File: config.mk
export PLATFORM = sky130hd
export DESIGN_NAME = sum_acc_flat
export DESIGN_NICKNAME = d
export VERILOG_FILES = /design/src/rtl/sum_acc_if.sv /design/src/rtl/sum_acc.sv /design/src/flat_wrapper.sv
export SDC_FILE = /design/constraint.sdc
export NUM_CORES = 1
export LEC_CHECK = 0
export CAP_MARGIN = 10
export CORE_AREA = 2 2 81 83
export DETAILED_ROUTE_END_ITERATION = 16
export DIE_AREA = 0 0 83 85
export GPL_ROUTABILITY_DRIVEN = 0
export PLACE_DENSITY = 0.87
export SETUP_SLACK_MARGIN = 0.1
export SYNTH_ARGS = -nofsm -noshare
export SYNTH_HDL_FRONTEND = slang
export SYNTH_SLANG_ARGS = --single-unit
File: constraint.sdc
create_clock -name clk -period 11.8 [get_ports clk]
set_input_delay 1.77 -clock clk [delete_from_list [all_inputs] [get_ports clk]]
set_output_delay 1.77 -clock clk [all_outputs]
set_load 0.1 [all_outputs]
File: src/rtl/sum_acc_if.sv
// sum_acc_if: stream handshake bundle for the sum_acc accumulator.
// master drives input words and takes results; slave is the accumulator side.
interface sum_acc_if #(
   parameter int unsigned BUS_WIDTH   = 32,
   parameter int unsigned CARRY_WIDTH = 8
);
   logic                   acc_in_valid;
   logic                   acc_in_ready;
   logic [BUS_WIDTH-1:0]   acc_in_data;
   logic                   acc_in_last;
   logic                   acc_out_valid;
   logic                   acc_out_ready;
   logic [BUS_WIDTH-1:0]   acc_out_data;
   logic [CARRY_WIDTH-1:0] acc_out_carry;
   logic                   acc_out_ovf;

   modport master (
      output acc_in_valid, acc_in_data, acc_in_last, acc_out_ready,
      input  acc_in_ready, acc_out_valid, acc_out_data, acc_out_carry, acc_out_ovf
   );

   modport slave (
      input  acc_in_valid, acc_in_data, acc_in_last, acc_out_ready,
      output acc_in_ready, acc_out_valid, acc_out_data, acc_out_carry, acc_out_ovf
   );
endinterface

File: src/rtl/sum_acc.sv
// sum_acc: packet accumulator around the combinational ripple adder `sum`.
// Adds each accepted word into a running total, counts MSB carries with a
// saturating counter, and holds the packet result until downstream takes it.
// Optional feature: define SUM_ACC_OVERLAP_EN to accept the first word of the
// next packet on the same edge the current result is taken.

// sum: combinational BUS_WIDTH ripple-carry adder.
module sum #(
   parameter int unsigned BUS_WIDTH = 32
) (
   input  logic [BUS_WIDTH-1:0] sum_in1,
   input  logic [BUS_WIDTH-1:0] sum_in2,
   output logic [BUS_WIDTH-1:0] sum_out,
   output logic                 sum_nextbit_out
);
   logic [BUS_WIDTH:0] chain;

   // ripple the carry from bit 0 up through the MSB
   always_comb begin
      chain   = '0;
      sum_out = '0;
      for (int unsigned i = 0; i < BUS_WIDTH; i++) begin
         sum_out[i]   = sum_in1[i] ^ sum_in2[i] ^ chain[i];
         chain[i + 1] = (sum_in1[i] & sum_in2[i]) | (chain[i] & (sum_in1[i] ^ sum_in2[i]));
      end
      sum_nextbit_out = chain[BUS_WIDTH];
   end
endmodule

module sum_acc #(
   parameter int unsigned BUS_WIDTH   = 32,
   parameter int unsigned CARRY_WIDTH = 8
) (
   input  logic     clk,
   input  logic     rst,
   sum_acc_if.slave acc
);
   typedef enum logic {ACC, OUT} state_t;

   state_t                 state, state_next;
   logic [BUS_WIDTH-1:0]   total, total_next;
   logic [CARRY_WIDTH-1:0] carry, carry_next;
   logic                   ovf, ovf_next;
   logic [BUS_WIDTH-1:0]   add_out;
   logic                   add_carry;
   logic                   in_ready;
   logic                   out_valid;
   logic                   accept;
   logic                   taken;

   sum #(.BUS_WIDTH(BUS_WIDTH)) u_sum (
      .sum_in1         (total),
      .sum_in2         (acc.acc_in_data),
      .sum_out         (add_out),
      .sum_nextbit_out (add_carry)
   );

   // handshake qualifiers; in_ready depends on state (and out_ready under overlap) only
   always_comb begin
      out_valid = (state == OUT);
`ifdef SUM_ACC_OVERLAP_EN
      in_ready  = (state == ACC) ? 1'b1 : acc.acc_out_ready;
`else
      in_ready  = (state == ACC);
`endif
      accept    = acc.acc_in_valid & in_ready;
      taken     = out_valid & acc.acc_out_ready;
   end

   // next-state and datapath update
   always_comb begin
      state_next = state;
      total_next = total;
      carry_next = carry;
      ovf_next   = ovf;
      case (state)
         ACC: begin
            if (accept) begin
               total_next = add_out;
               if (add_carry) begin
                  if (carry == '1) begin
                     ovf_next = 1'b1;
                  end else begin
                     carry_next = carry + CARRY_WIDTH'(1);
                  end
               end
               if (acc.acc_in_last) begin
                  state_next = OUT;
               end
            end
         end
         OUT: begin
            if (taken) begin
               total_next = '0;
               carry_next = '0;
               ovf_next   = 1'b0;
               state_next = ACC;
`ifdef SUM_ACC_OVERLAP_EN
               // a word on the handshake edge starts from zero, so data alone is the
               // new total and it cannot carry; bypassing the adder keeps it on `total`
               if (accept) begin
                  total_next = acc.acc_in_data;
                  if (acc.acc_in_last) begin
                     state_next = OUT;
                  end
               end
`endif
            end
         end
         default: state_next = ACC;
      endcase
   end

   // state and result registers, cleared asynchronously
   always_ff @(posedge clk or posedge rst) begin
      if (rst) begin
         state <= ACC;
         total <= '0;
         carry <= '0;
         ovf   <= 1'b0;
      end else begin
         state <= state_next;
         total <= total_next;
         carry <= carry_next;
         ovf   <= ovf_next;
      end
   end

   assign acc.acc_in_ready  = in_ready;
   assign acc.acc_out_valid = out_valid;
   assign acc.acc_out_data  = total;
   assign acc.acc_out_carry = carry;
   assign acc.acc_out_ovf   = ovf;
endmodule

File: src/flat_wrapper.sv
// flat-port wrapper written by rule: the top's interface ports become plain ports
module sum_acc_flat 
#(
   parameter int unsigned BUS_WIDTH   = 32,
   parameter int unsigned CARRY_WIDTH = 8
)
  (clk, rst, acc_acc_in_valid, acc_acc_in_data, acc_acc_in_last, acc_acc_out_ready, acc_acc_in_ready, acc_acc_out_valid, acc_acc_out_data, acc_acc_out_carry, acc_acc_out_ovf);
  sum_acc_if #(.BUS_WIDTH(BUS_WIDTH), .CARRY_WIDTH(CARRY_WIDTH)) acc_i ();
  input  logic clk;
  input  logic rst;
  input wire logic [$bits(acc_i.acc_in_valid)-1:0] acc_acc_in_valid;
  input wire logic [$bits(acc_i.acc_in_data)-1:0] acc_acc_in_data;
  input wire logic [$bits(acc_i.acc_in_last)-1:0] acc_acc_in_last;
  input wire logic [$bits(acc_i.acc_out_ready)-1:0] acc_acc_out_ready;
  output wire logic [$bits(acc_i.acc_in_ready)-1:0] acc_acc_in_ready;
  output wire logic [$bits(acc_i.acc_out_valid)-1:0] acc_acc_out_valid;
  output wire logic [$bits(acc_i.acc_out_data)-1:0] acc_acc_out_data;
  output wire logic [$bits(acc_i.acc_out_carry)-1:0] acc_acc_out_carry;
  output wire logic [$bits(acc_i.acc_out_ovf)-1:0] acc_acc_out_ovf;
  assign acc_i.acc_in_valid = acc_acc_in_valid;
  assign acc_i.acc_in_data = acc_acc_in_data;
  assign acc_i.acc_in_last = acc_acc_in_last;
  assign acc_i.acc_out_ready = acc_acc_out_ready;
  assign acc_acc_in_ready = acc_i.acc_in_ready;
  assign acc_acc_out_valid = acc_i.acc_out_valid;
  assign acc_acc_out_data = acc_i.acc_out_data;
  assign acc_acc_out_carry = acc_i.acc_out_carry;
  assign acc_acc_out_ovf = acc_i.acc_out_ovf;
  sum_acc #(.BUS_WIDTH(BUS_WIDTH), .CARRY_WIDTH(CARRY_WIDTH)) u_core (.clk(clk), .rst(rst), .acc(acc_i));
endmodule
==> results of run 1 <==
synthesized netlist by cell type, types with 2 or more instances:
cell type	number	area, µm²
a21oi_1	6	30.03
a22o_1	3	26.28
a31o_2	2	17.52
a31oi_1	4	25.02
and4_1	2	17.52
clkbuf_1	5	18.77
dfrtp_1	42	1051
fa_1	31	620.6
ha_1	2	25.02
inv_1	65	244.0
nand2_1	35	131.4
nand3_1	3	15.01
nand4_1	2	12.51
nor2_1	2	7.510
nor2b_1	2	12.51
o21ai_0	32	160.2
o21ai_1	3	15.01
worst max-delay path: cells and delay by family:
| kind | cells | cell delay (ns) |
|---|---|---|
| adder cells (fa/ha/maj) | 32 | 10.63 |
| AND/OR/NAND/NOR | 2 | 0.47 |
| buffers and inverters | 5 | 0.37 |
| AO/OA/AOI/OAI | 2 | 0.21 |
state kept, by name, indices dropped and copies added, names as in the netlist:
signal / count
u_core.acc.acc_out_carry: 8
u_core.acc.acc_out_ovf: 1
u_core.acc.acc_out_valid: 1
u_core.acc.acc_out_data: 32
placed cells by master (no fill, tap or decap), types with 2 or more instances in the layout:
cell type and n:
a21oi_1 4, a21oi_2 2, a22o_1 3, a31oi_1 4, buf_4 11, buf_6 3, clkbuf_1 2, clkbuf_8 5
clkdlybuf4s50_1 77, dfrtp_1 42, fa_2 31, inv_1 60, inv_2 4, nand2_1 33, nand3_1 2, nand4_1 2
nor2_1 2, nor2b_1 2, o21ai_0 25, o21ai_1 6, o21ai_2 3
through the flow:
| stage | cells | util | setup WS [ns] | hold slack (ns) |
|---|---|---|---|---|
| floorplan | 256 | - | -1.335 | 0.9661 |
| global route | 424 | 0.6005 | -1.788 | 0.5399 |
| CTS | 421 | 0.5915 | -1.483 | 0.5196 |
| global placement | 410 | 0.5699 | -2.026 | 0.4880 |
| detailed placement | 410 | 0.5699 | -2.270 | 0.5006 |
| finish | 424 | 0.6005 | -1.490 | 0.5169 |
layer usage:
metal / share of wire / GRT usage / vias to the layer above / routed length [µm]
li1: - / - / 971 / -
met1: 0.42 / 0.2286 / 1059 / 2619
met2: 0.51 / 0.3167 / 70 / 3211
met3: 0.058 / 0.04864 / 10 / 368
met4: 0.016 / 0.04620 / 0 / 100
met5: 0 / 0 / - / 0
final cells by class:
class | instances | area (µm²)
well taps | 77 | 96.34
repair buffers | 92 | 892.1
inverters | 65 | 244.0
clock buffers | 7 | 76.32
fillers | 514 | 2479
flip-flops and latches | 42 | 1051
multi-input cells | 141 | 1366
how the worst min path moves through the flow:
stage	from	to	slack, ns	depth (start not counted)
finish	u_core.acc.acc_out_data[17]	u_core.acc.acc_out_data[17]	0.52	2
global placement	u_core.acc.acc_out_data[5]	u_core.acc.acc_out_data[5]	0.49	2
CTS	u_core.acc.acc_out_data[7]	u_core.acc.acc_out_data[7]	0.52	2
detailed placement	u_core.acc.acc_out_data[7]	u_core.acc.acc_out_data[7]	0.50	2
floorplan	u_core.acc.acc_out_data[28]	u_core.acc.acc_out_data[28]	0.97	2
global route	u_core.acc.acc_out_data[7]	u_core.acc.acc_out_data[7]	0.54	2
logic make-up after synthesis:
group           Yosys count
compound gates           55
fa+ha+maj                33
buf+inv                  73
flops                    42
mux                       1
simple gates             52
timing repair:
| action | CTS | global route |
|---|---|---|
| pin swaps | 7 | 4 |
| hold buffers | 0 | 0 |
| resized for setup | 20 | 9 |
| setup endpoints to repair | 14 | 14 |
| buffers inserted | 4 | 3 |
| gates cloned | 0 | 0 |
==> impl_metrics.py, run 1 <==
metrics = {
    "routing": {
        "wire_per_inst_um": 14.86,
        "avgViaCountPerCell": 4.976,
        "vias": 2110,
        "dr.first_iter.drc_count": 121,
        "ant_nets": 0,
        "totalWireLength_um": 6300,
        "firstDrtPassIters": 4,
        "drc": 0,
    },
    "sta": {
        "hold_viol": 0,
        "max-slew-margin-rel": 0.2960,
        "setup_viol": 13,
        "finalCriticalPeriod_ns": 13.29,
        "worst_slew_pin_slew_ns": 1.056,
        "fmax_ghz": 0.07524,
        "setup_slack_ns": -1.490,
        "rsz0062_at_grt": "true",
        "skew_ns": 0.003740,
        "period_share": 1.126,
        "timing.final.max_slew_violations": 0,
        "tns_ns": -14.70,
    },
    "floorplan": {
        "die-area_um2": 7055,
        "die_y_um": 85,
        "core_um2": 6205,
        "die_x_um": 83,
        "ioPinCount": 80,
        "placementRows": 29,
        "initial_core_util": 0.4110,
    },
    "critical_path": {
        "cp_slowest_cell": "fa_2",
        "cpMostUsedCell": "fa_2",
        "r2r_slack_ns": -0.38,
        "crit_path_start_kind": "primary input",
        "rr_startpoint": "u_core.acc.acc_out_data[0]",
        "endpoint": "u_core.acc.acc_out_carry[7]",
        "reg2reg_depth": 40,
        "crit_path_max_fanout": 3,
        "crit_path_max_incr_delay_ns": 0.36,
        "crit_type": "primary input to flop",
        "critPathLaunch": "acc_acc_in_data[0]",
        "cp-end-kind": "flop",
        "r2r_end": "u_core.acc.acc_out_carry[7]",
        "crit_required_ns": 11.97,
        "worstPathArrival_ns": 13.46,
    },
    "worst_hold_path": {
        "hp-class": "flop to flop",
    },
    "yosys": {
        "synthMuxAreaShare": 0.003925,
        "synth_simple_gate_area_frac": 0.09666,
        "syn_nets": 326,
        "yosysSeqAreaShare": 0.4122,
        "synth_ff_type": "dfrtp_1",
        "synth-compound-area-share": 0.1227,
        "netlist_area_um2": 2550,
        "synth_top_family_by_area": "adder cells",
        "synth_cells": 256,
        "yosys_warnings": 0,
        "synth_seq_cells": 42,
        "async_flop_share": 1.000,
        "avgSynthCellArea_um2": 9.961,
        "synth_fa_ha_area_frac": 0.2532,
        "synth-xor-area-share": 0,
        "synth_edf_count": 0,
        "synth_cell_types": 32,
    },
    "place": {
        "io_buffers": 79,
        "place_area_um2": 3536,
        "hpwl_um": 4588,
    },
    "clock_tree": {
        "cts-root-buf": "clkbuf_8",
        "htree_levels": 2,
        "clk_pin_slew_ns": 0.08,
        "clockBufferDepth": 2,
        "cts_tree": "done",
        "cts_made_buffers": 5,
        "insertion_delay_ns": 0.29,
        "cts_sinks": 42,
    },
    "final_layout": {
        "drive_above_1_share": 0.2046,
        "antenna_cells": 0,
        "final_nets": 417,
        "area_growth_pct": 46.12,
        "final_cell_area_um2": 3726,
    },
    "grt": {
        "grt_max_degree": 43,
        "grt.total_usage": 0.1824,
        "grt_pass1_vias": 2200,
        "grt_first_pass_wirelength_um": 10380,
        "antenna_found_initial": 0,
        "grt-ovfl-total": 0,
    },
    "job": {
        "maxCapViolCount": 0,
    },
    "outcome": {
        "status": "finished, violations left",
        "violations": "setup timing",
    },
}
Power of run 1 is not shown: default switching activity piles up to over one toggle a cycle in this logic, so the estimate is an artifact.
==> inputs of run 2 (changes only) <==
CORE_AREA = 2 2 75 77   (was 2 2 81 83)
DIE_AREA = 0 0 77 79   (was 0 0 83 85)
PLACE_DENSITY = 0.95   (was 0.87)
clock period = 15.3 ns   (was 11.8 ns; I/O delays follow)
==> run 2 against run 1 <==
Net effect:
- the flow now finishes without violations
- utilization up 6.5 points
- clock skew about the same
- sequential share of layout area grew 1.4 points
- global-route usage is 3.4 points higher
- via count is 1.8% lower
- largest cell class unchanged
==> impl_metrics.py, run 2 (synthesis gave the netlist of run 1 again) <==
metrics = {
    "grt": {
        "grt.total_usage": 0.2165,
        "met2_usage": 0.3982,
        "grt_pass1_vias": 2175,
        "grt-ovfl-total": 0,
        "grtUsageMet3": 0.04659,
        "antenna_found_initial": 0,
        "grt_first_pass_wirelength_um": 10340,
        "busiest_layer": "met2",
        "grt_max_degree": 43,
        "use_met1": 0.2675,
    },
    "sta": {
        "rsz0062_at_grt": "false",
        "skew_ns": 0.003424,
        "setup_viol": 0,
        "worst_slew_pin_slew_ns": 1.009,
        "hold_viol": 0,
        "period_share": 0.9715,
        "setup_slack_ns": 0.4358,
        "max-slew-margin-rel": 0.3255,
        "fmax_ghz": 0.06728,
        "finalCriticalPeriod_ns": 14.86,
        "timing.final.max_slew_violations": 0,
    },
    "final_layout": {
        "antenna_cells": 0,
        "final_cell_count_no_fill": 408,
        "n_fill_cell": 444,
        "seqCellArea_um2": 1051,
        "final_cell_area_um2": 3550,
        "layout_commonest_cell": "clkdlybuf4s50_1",
        "multi_input_area_um2": 1269,
        "fin_util": 0.6650,
        "final_nets": 407,
        "final_cell_mix": "79 x clkdlybuf4s50_1, 64 x inv_1, 42 x dfrtp_1",
        "drive_above_1_share": 0.1042,
        "area_growth_pct": 39.20,
        "largest_register_ffs": 32,
    },
    "place": {
        "dp_cells": 402,
        "place_ws_ns": -0.7735,
        "hpwl_um": 4630,
        "io_buffers": 79,
        "place_area_um2": 3417,
    },
    "floorplan": {
        "die_x_um": 77,
        "core_um2": 5338,
        "die-area_um2": 6083,
        "die_y_um": 79,
        "ioPinCount": 80,
        "placementRows": 27,
        "initial_core_util": 0.4777,
    },
    "routing": {
        "avgViaCountPerCell": 5.078,
        "ant_nets": 0,
        "wire_per_inst_um": 14.80,
        "drc": 0,
        "firstDrtPassIters": 4,
        "totalWireLength_um": 6037,
        "dr.first_iter.drc_count": 57,
        "vias": 2072,
    },
    "clock_tree": {
        "htree_levels": 2,
        "cts_hold_buf": 0,
        "cts_setup_buffers": 0,
        "cts_sinks": 42,
        "cts_made_buffers": 5,
        "cts_tree": "done",
        "cts-root-buf": "clkbuf_8",
        "clockBufferDepth": 2,
        "insertion_delay_ns": 0.28,
        "clk_pin_slew_ns": 0.08,
    },
    "critical_path": {
        "cpMostUsedCell": "fa_2",
        "worstPathArrival_ns": 15.09,
        "cp_slowest_cell": "or4_1",
        "crit_type": "primary input to flop",
        "r2r_slack_ns": 2.55,
        "crit_path_start_kind": "primary input",
        "crit_path_max_incr_delay_ns": 0.49,
        "r2r_end": "u_core.acc.acc_out_carry[5]",
        "reg2reg_depth": 39,
        "crit_required_ns": 15.52,
        "cp-end-kind": "flop",
        "crit_path_max_fanout": 3,
        "rr_startpoint": "u_core.acc.acc_out_data[0]",
    },
    "outcome": {
        "status": "finished, final reports clean",
    },
    "worst_hold_path": {
        "holdPathEnd": "u_core.acc.acc_out_data[24]",
        "min_path_cells": 2,
        "hp-class": "flop to flop",
        "min_from": "u_core.acc.acc_out_data[24]",
    },
    "job": {
        "maxCapViolCount": 0,
    },
}
## run 2: changes by cell type in the layout (fill, tap and decap cells not counted), sizes merged
cell / delta
clkbuf: -1
clkinv: -1
clkdlybuf4s50: +2
buf: -12
inv: +1
## run 2: metal layers
metal,vias to the layer above,part of all wire
met5,-,0
met4,0,0.0033
met3,2,0.051
met2,68,0.54
met1,1048,0.41
li1,954,-
## run 2: layout make-up
cell class,count,share of cell area
tap,72,0.02538
inverter,65,0.06873
timing repair buffer,82,0.2291
sequential,42,0.2961
clock buffer,6,0.02326
multi-input combinational,141,0.3574
## run 2: worst max path at each step
stage | cells after the start | to | start
detailed placement | 41 | u_core.acc.acc_out_carry[7] | acc_acc_in_data[0]
global route | 40 | u_core.acc.acc_out_carry[5] | acc_acc_in_data[0]
floorplan | 39 | u_core.acc.acc_out_carry[5] | acc_acc_in_data[0]
finish | 40 | u_core.acc.acc_out_carry[5] | acc_acc_in_data[0]
global placement | 40 | u_core.acc.acc_out_carry[5] | acc_acc_in_data[0]
CTS | 40 | u_core.acc.acc_out_carry[5] | acc_acc_in_data[0]
## run 2: through the flow
step / TNS (ns) / hold slack [ns]
6_report: 0 / 0.5147
5_1_grt: 0 / 0.5520
4_1_cts: 0 / 0.5180
3_5_place_dp: -5.994 / 0.5007
3_3_place_gp: -2.948 / 0.4843
2_1_floorplan: 0 / 0.9703
## run 2: critical path, delay by kind of cell
kind	cells	cell delay [ns]
simple gates	4	0.92
buf+inv	4	0.67
fa+ha+maj	32	11.18
## run 2: timing repair
item,CTS,global route
gates cloned,0,0
pin swaps,2,2
setup endpoints to repair,9,8
gates resized for setup,15,5
Power of run 2 is left out for the same reason.
